==> src/rtl/llsc_monitor_pkg.sv <==
// llsc_pkg: shared state type, default geometry and width helpers for the LL/SC reservation monitor.
package llsc_pkg;
  typedef enum logic {IDLE, RESERVED} state_t;
  localparam int DEF_ADDR_W = 32;
  localparam int DEF_GRAN_LG2 = 2;
  localparam int DEF_TIMEOUT = 255;
  localparam int TAG_W = DEF_ADDR_W - DEF_GRAN_LG2;
  function automatic int tag_w(input int addr_w, input int gran_lg2);
    return addr_w - gran_lg2;
  endfunction
  // At least one bit, so a disabled timeout still has a legal counter.
  function automatic int age_w(input int timeout);
    return (timeout < 2) ? 1 : $clog2(timeout + 1);
  endfunction
endpackage

==> src/rtl/llsc_monitor_if.sv <==
// llsc_monitor_if: per-channel LL/SC/store/flush requests and reservation results.
interface llsc_monitor_if #(
  parameter int NUM_CH = 2,
  parameter int ADDR_W = 32
);
  logic [NUM_CH-1:0]        ll_valid;
  logic [NUM_CH*ADDR_W-1:0] ll_addr;
  logic [NUM_CH-1:0]        sc_valid;
  logic [NUM_CH*ADDR_W-1:0] sc_addr;
  logic [NUM_CH-1:0]        sc_ok;
  logic [NUM_CH-1:0]        st_valid;
  logic [NUM_CH*ADDR_W-1:0] st_addr;
  logic [NUM_CH-1:0]        flush;
  logic [NUM_CH-1:0]        llbit;
  modport master (
    output ll_valid, ll_addr, sc_valid, sc_addr, st_valid, st_addr, flush,
    input  sc_ok, llbit
  );
  modport slave (
    input  ll_valid, ll_addr, sc_valid, sc_addr, st_valid, st_addr, flush,
    output sc_ok, llbit
  );
endinterface

==> src/rtl/llsc_monitor_entry.sv <==
// llsc_entry: one channel's reservation FSM with held granule tag and saturating age counter.
module llsc_entry
  import llsc_pkg::*;
#(
  parameter int TAG_BITS = TAG_W,
  parameter int TIMEOUT  = DEF_TIMEOUT
) (
  input  logic                clk,
  input  logic                rst_n,
  input  logic                ll,
  input  logic                sc,
  input  logic                flush,
  input  logic                snoop_hit,
  input  logic [TAG_BITS-1:0] ll_tag,
  output logic                llbit,
  output logic [TAG_BITS-1:0] tag
);
  localparam int AGE_W = age_w(TIMEOUT);
  localparam logic [AGE_W-1:0] AGE_LAST = AGE_W'(TIMEOUT == 0 ? 0 : TIMEOUT - 1);
  state_t state, state_nx;
  logic [TAG_BITS-1:0] tag_nx;
  logic [AGE_W-1:0] age, age_nx;
  logic arm, expire;
  always_ff @(posedge clk or negedge rst_n) begin
    if (!rst_n) begin
      state <= IDLE;
      tag   <= '0;
      age   <= '0;
    end else begin
      state <= state_nx;
      tag   <= tag_nx;
      age   <= age_nx;
    end
  end
  // Flush and SC outrank a same-cycle LL; an LL outranks snoop and timeout.
  always_comb begin
    arm      = ll && !flush && !sc;
    expire   = (TIMEOUT != 0) && (age == AGE_LAST);
    state_nx = (flush || sc) ? IDLE :
               ll ? RESERVED :
               (state == RESERVED && (snoop_hit || expire)) ? IDLE : state;
    tag_nx   = arm ? ll_tag : tag;
    age_nx   = (arm || state_nx == IDLE) ? '0 :
               (age == '1) ? age : age + AGE_W'(1);
  end
  always_comb llbit = (state == RESERVED);
endmodule

==> src/rtl/llsc_monitor.sv <==
// llsc_monitor: per-channel LL/SC reservation monitor with cross-channel store snooping,
// lifetime timeout and same-cycle SC answers that see WB-stage LL commits.
module llsc_monitor
  import llsc_pkg::*;
#(
  parameter int NUM_CH   = 2,
  parameter int ADDR_W   = DEF_ADDR_W,
  parameter int GRAN_LG2 = DEF_GRAN_LG2,
  parameter int TIMEOUT  = DEF_TIMEOUT
) (
  input logic           clk,
  input logic           rst_n,
  llsc_monitor_if.slave bus
);
  localparam int TAG_BITS = tag_w(ADDR_W, GRAN_LG2);
  logic [TAG_BITS-1:0] ll_tag [NUM_CH];
  logic [TAG_BITS-1:0] sc_tag [NUM_CH];
  logic [TAG_BITS-1:0] st_tag [NUM_CH];
  logic [TAG_BITS-1:0] held   [NUM_CH];
  logic [NUM_CH-1:0] snoop_hit, sc_clash, llbit;
  function automatic logic [TAG_BITS-1:0] tag_of(input logic [ADDR_W-1:0] a);
    return TAG_BITS'(a >> GRAN_LG2);
  endfunction
  always_comb begin
    for (int c = 0; c < NUM_CH; c++) begin
      ll_tag[c] = tag_of(bus.ll_addr[c*ADDR_W +: ADDR_W]);
      sc_tag[c] = tag_of(bus.sc_addr[c*ADDR_W +: ADDR_W]);
      st_tag[c] = tag_of(bus.st_addr[c*ADDR_W +: ADDR_W]);
    end
  end
  // Only other channels' stores matter; a channel's own store never breaks its reservation.
  always_comb begin
    snoop_hit = '0;
    sc_clash  = '0;
    for (int c = 0; c < NUM_CH; c++) begin
      for (int k = 0; k < NUM_CH; k++) begin
        if (k != c && bus.st_valid[k]) begin
          snoop_hit[c] = snoop_hit[c] | (st_tag[k] == held[c]);
          sc_clash[c]  = sc_clash[c]  | (st_tag[k] == sc_tag[c]);
        end
      end
    end
  end
  always_comb begin
    bus.sc_ok = '0;
    for (int c = 0; c < NUM_CH; c++) begin
      bus.sc_ok[c] = rst_n && bus.sc_valid[c] && !bus.flush[c] && !sc_clash[c] &&
                     ((llbit[c] && held[c] == sc_tag[c]) ||
                      (bus.ll_valid[c] && ll_tag[c] == sc_tag[c]));
    end
  end
  assign bus.llbit = llbit;
  for (genvar g = 0; g < NUM_CH; g++) begin : g_ch
    llsc_entry #(
      .TAG_BITS(TAG_BITS),
      .TIMEOUT (TIMEOUT)
    ) u_entry (
      .clk      (clk),
      .rst_n    (rst_n),
      .ll       (bus.ll_valid[g]),
      .sc       (bus.sc_valid[g]),
      .flush    (bus.flush[g]),
      .snoop_hit(snoop_hit[g]),
      .ll_tag   (ll_tag[g]),
      .llbit    (llbit[g]),
      .tag      (held[g])
    );
  end
endmodule
==> src/flat_wrapper.sv <==
// flat-port wrapper written by rule: the top's interface ports become plain ports
module llsc_monitor_flat import llsc_pkg::*;
#(
  parameter int NUM_CH   = 2,
  parameter int ADDR_W   = DEF_ADDR_W,
  parameter int GRAN_LG2 = DEF_GRAN_LG2,
  parameter int TIMEOUT  = DEF_TIMEOUT
)
  (clk, rst_n, bus_ll_valid, bus_ll_addr, bus_sc_valid, bus_sc_addr, bus_st_valid, bus_st_addr, bus_flush, bus_sc_ok, bus_llbit);
  llsc_monitor_if #(.NUM_CH(NUM_CH), .ADDR_W(ADDR_W)) bus_i ();
  input logic clk;
  input logic rst_n;
  input wire logic [$bits(bus_i.ll_valid)-1:0] bus_ll_valid;
  input wire logic [$bits(bus_i.ll_addr)-1:0] bus_ll_addr;
  input wire logic [$bits(bus_i.sc_valid)-1:0] bus_sc_valid;
  input wire logic [$bits(bus_i.sc_addr)-1:0] bus_sc_addr;
  input wire logic [$bits(bus_i.st_valid)-1:0] bus_st_valid;
  input wire logic [$bits(bus_i.st_addr)-1:0] bus_st_addr;
  input wire logic [$bits(bus_i.flush)-1:0] bus_flush;
  output wire logic [$bits(bus_i.sc_ok)-1:0] bus_sc_ok;
  output wire logic [$bits(bus_i.llbit)-1:0] bus_llbit;
  assign bus_i.ll_valid = bus_ll_valid;
  assign bus_i.ll_addr = bus_ll_addr;
  assign bus_i.sc_valid = bus_sc_valid;
  assign bus_i.sc_addr = bus_sc_addr;
  assign bus_i.st_valid = bus_st_valid;
  assign bus_i.st_addr = bus_st_addr;
  assign bus_i.flush = bus_flush;
  assign bus_sc_ok = bus_i.sc_ok;
  assign bus_llbit = bus_i.llbit;
  llsc_monitor #(.NUM_CH(NUM_CH), .ADDR_W(ADDR_W), .GRAN_LG2(GRAN_LG2), .TIMEOUT(TIMEOUT)) u_core (.clk(clk), .rst_n(rst_n), .bus(bus_i));
endmodule
==> config.mk <==
export PLATFORM = sky130hd
export DESIGN_NAME = llsc_monitor_flat
export DESIGN_NICKNAME = d
export VERILOG_FILES = /design/src/rtl/llsc_monitor_pkg.sv /design/src/rtl/llsc_monitor_if.sv /design/src/rtl/llsc_monitor_entry.sv /design/src/rtl/llsc_monitor.sv /design/src/flat_wrapper.sv
export SDC_FILE = /design/constraint.sdc
export NUM_CORES = 1
export LEC_CHECK = 0
export CORE_MARGIN = 2
export CORE_UTILIZATION = 40
export CTS_BUF_LIST = sky130_fd_sc_hd__clkbuf_8
export CTS_CLUSTER_DIAMETER = 200
export CTS_CLUSTER_SIZE = 28
export DETAILED_ROUTE_END_ITERATION = 10
export GPL_TIMING_DRIVEN = 0
export HOLD_SLACK_MARGIN = 0.02
export MAX_ROUTING_LAYER = met4
export PLACE_DENSITY = 0.72
export SLEW_MARGIN = 10
export SYNTH_ARGS = -nofsm -noshare
export SYNTH_HDL_FRONTEND = slang
export SYNTH_SLANG_ARGS = --single-unit
==> constraint.sdc <==
create_clock -name clk -period 1.92 [get_ports clk]
set_clock_uncertainty 0.05 [all_clocks]
set_input_delay 0.384 -clock clk [delete_from_list [all_inputs] [get_ports clk]]
set_output_delay 0.384 -clock clk [all_outputs]
set_load 0.1 [all_outputs]
==> out/metrics.yaml <==
worst-path-max-fanout: 2
synthCells: 548
relSlewSlack_pct: 66.2
synth_area_um2: 5810
fin_ws_ns: -0.705
h-tree-depth: 3
n_fill_cell: 1232
avgSynthCellArea_um2: 10.6
viasPerCell: 5.31
die_x_um: 125
hold_class: "in2async"
clockBufferDepth: 2
cts_inserted_buffers: 9
cts_tree: "done"
layout_commonest_cell: "xnor2_1"
grt_max_degree: 58
critPathKind: "in2out"
wl_per_cell_um: 20.7
final_cell_mix: "xnor2_1 (142), dlygate4sd2_1 (107), xor2_1 (83)"
yosysTopAreaCell: "dfrtp_1"
rows: 44
synth_warnings: 0
drt-met1-wl_um: 8130
grt_pass1_wl_um: 30300
fin_util_pct: 59.3
pre_cts_ws_ns: -1.90
period_minus_slack_ns: 2.62
ir_worst_vdd_mv: 0.339
ff2ff_path_depth: 5
hold_viol_final: 0
cts_root_buf: "clkbuf_8"
fin_crit_sh_pct: 137
maxSlewViolCount: 0
die_area_um2: 15500
rrSetupSlack_ns: 0.02
leakage_nw: 3.49
setup_tns_ns: -1.34
synth_top_family_by_area: "XOR/XNOR gates"
cp.required_ns: 1.49
insertion_delay_ns: 0.36
track_usage_pct: 26.0
multi_input_area_um2: 4100
wl_met3_um: 1220
gp_congestion: 0.921
path_clk_slew_ns: 0.08
cap_violations: 0
cts_sinks: 78
drtPass1Iterations: 4
io_pins: 206
setup-violations-final: 2
port_buffers: 193
synthTopCellsByArea: "dfrtp_1 (34%), xnor2_1 (24%), xor2_1 (13%)"
start_util_pct: 40.5
area_growth_pct: 46.6
postRouteAntennaNets: 0
route.met2.wl_um: 9840
grt_pass1_vias: 5580
drive_above_1_share_pct: 18.2
die_y_um: 125
placed_cells_incl_taps: 926
final_nets: 963
dpl.hpwl_um: 16000
first_iter_violations: 269
drt_wl_total_um: 19600
yosys.area_share.adder_pct: 0.861
r2r_start: "u_core.g_ch[1].u_entry.tag[1]"
seqCellArea_um2: 1950
cp-start-kind: "input pin"
yosys.area_share.simple_pct: 12.9
drc: 0
synth_cell_types: 30
fmax_mhz: 381
synthXorXnorAreaFrac_pct: 37.1
rsz0062_at_grt: "yes"
synth-seq-cells: 78
grt_antenna_before_repair: 0
top_layer: "met4"
grt_overflow_total: 0
arrival_ns: 2.19
core_um2: 14400
vias: 5035
synth_top_area_share_pct: 33.6
status: "finished, violations left"
worstMarginPinSlew_ns: 0.512
whs_ns: 0.0332
synthesis.nets: 754
end_kind: "output pin"
synth_compound_area_share_pct: 2.84
stdcell_count: 949
yosysSeqAreaShare_pct: 33.6
synth.area.mux_share_pct: 11.6
violations: "setup timing"
pwr_density_cell_nw_per_um2: 645
rr_endpoint: "u_core.g_ch[1].u_entry.age[0]"
[cells by family after synthesis]
family / count (synthesis)
compound gates: 21
mux: 60
fa+ha+maj: 4
buf+inv: 14
xor+xnor: 246
simple gates: 125
flops: 78
[registers in the layout, indices dropped and copies added (netlist names)]
name / count
u_core.g_ch.u_entry.age: 16
u_core.g_ch.u_entry.tag: 60
u_core.g_ch.u_entry.llbit: 2
[Yosys cell counts (all sizes together)]
cell type and n:
xor2 84, and2 2, and4 2, a31oi 4, a211oi 7, nand4 52
nor4 26, o21a 2, o21ai 2, and3 4, xnor2 162, nor2 17
clkbuf 2, o21bai 2, dfrtp 78, nor3 7, or4 4, nand3b 2
buf 8, o211ai 2, inv 4, ha 4, nand3 6, a21oi 2
nor3b 1, mux2 60, nand2b 2
[worst max-delay path, stage by stage]
cell,delay (ns)
clkdlybuf4s50_1,0.52
xnor2_1,0.14
nand4_1,0.10
or4_4,0.52
nor4_4,0.28
a211oi_4,0.07
buf_12,0.17
[layer usage]
metal / GRT usage, % / up-vias
met5: - / -
li1: - / 2349
met2: 45.4 / 212
met3: 5.03 / 32
met1: 30.7 / 2442
met4: 7.07 / 0
[final cells by class]
class                   instances  area share (%)
clock inverters                 4           0.807
clock buffers                  12            1.94
multi-input cells             456            48.0
well taps                     184            2.70
repair buffers                198            22.6
flip-flops and latches         78            22.9
plain buffers                  10           0.705
inverters                       4           0.176
diodes                          3          0.0881
[how the worst max path moves through the flow]
stage | depth (start not counted) | start | slack (ns) | end
3_3_place_gp | 4 | rst_n | -4.36 | bus_sc_ok[1]
6_report | 7 | bus_st_addr[17] | -0.70 | bus_sc_ok[1]
5_1_grt | 6 | bus_sc_addr[59] | -0.77 | bus_sc_ok[1]
4_1_cts | 6 | u_core.g_ch[1].u_entry.tag[24] | -0.72 | bus_sc_ok[1]
2_1_floorplan | 5 | u_core.g_ch[0].u_entry.tag[6] | -0.47 | bus_sc_ok[0]
3_5_place_dp | 7 | bus_sc_addr[5] | -1.90 | bus_sc_ok[0]
[power breakdown]
| part | total, W | internal, W | switching, W |
|---|---|---|---|
| Clock | 0.00148 | 0.000834 | 0.000648 |
| Combinational | 0.00184 | 0.00102 | 0.000818 |
| Sequential | 0.00217 | 0.00189 | 0.000288 |
| Total | 0.00549 | 0.00374 | 0.00175 |
[stage by stage]
step	total power [W]	area [um2]
final	0.00549	8520
after global routing	0.00573	8520
after CTS	0.00550	8430
after detailed placement	0.00401	8040
after global placement	0.00396	8020
after floorplan	0.00311	5850
[timing repair]
| item | CTS | global route |
|---|---|---|
| setup buffers | 2 | 0 |
| resized for setup | 168 | 31 |
| hold buffers | 2 | 0 |
| gates cloned | 0 | 0 |
| pin swaps | 60 | 27 |
| endpoints found under the setup margin | 20 | 29 |
| endpoints found under the hold margin | 22 | 0 |
Note: power is estimated with default switching activity, not from simulation.
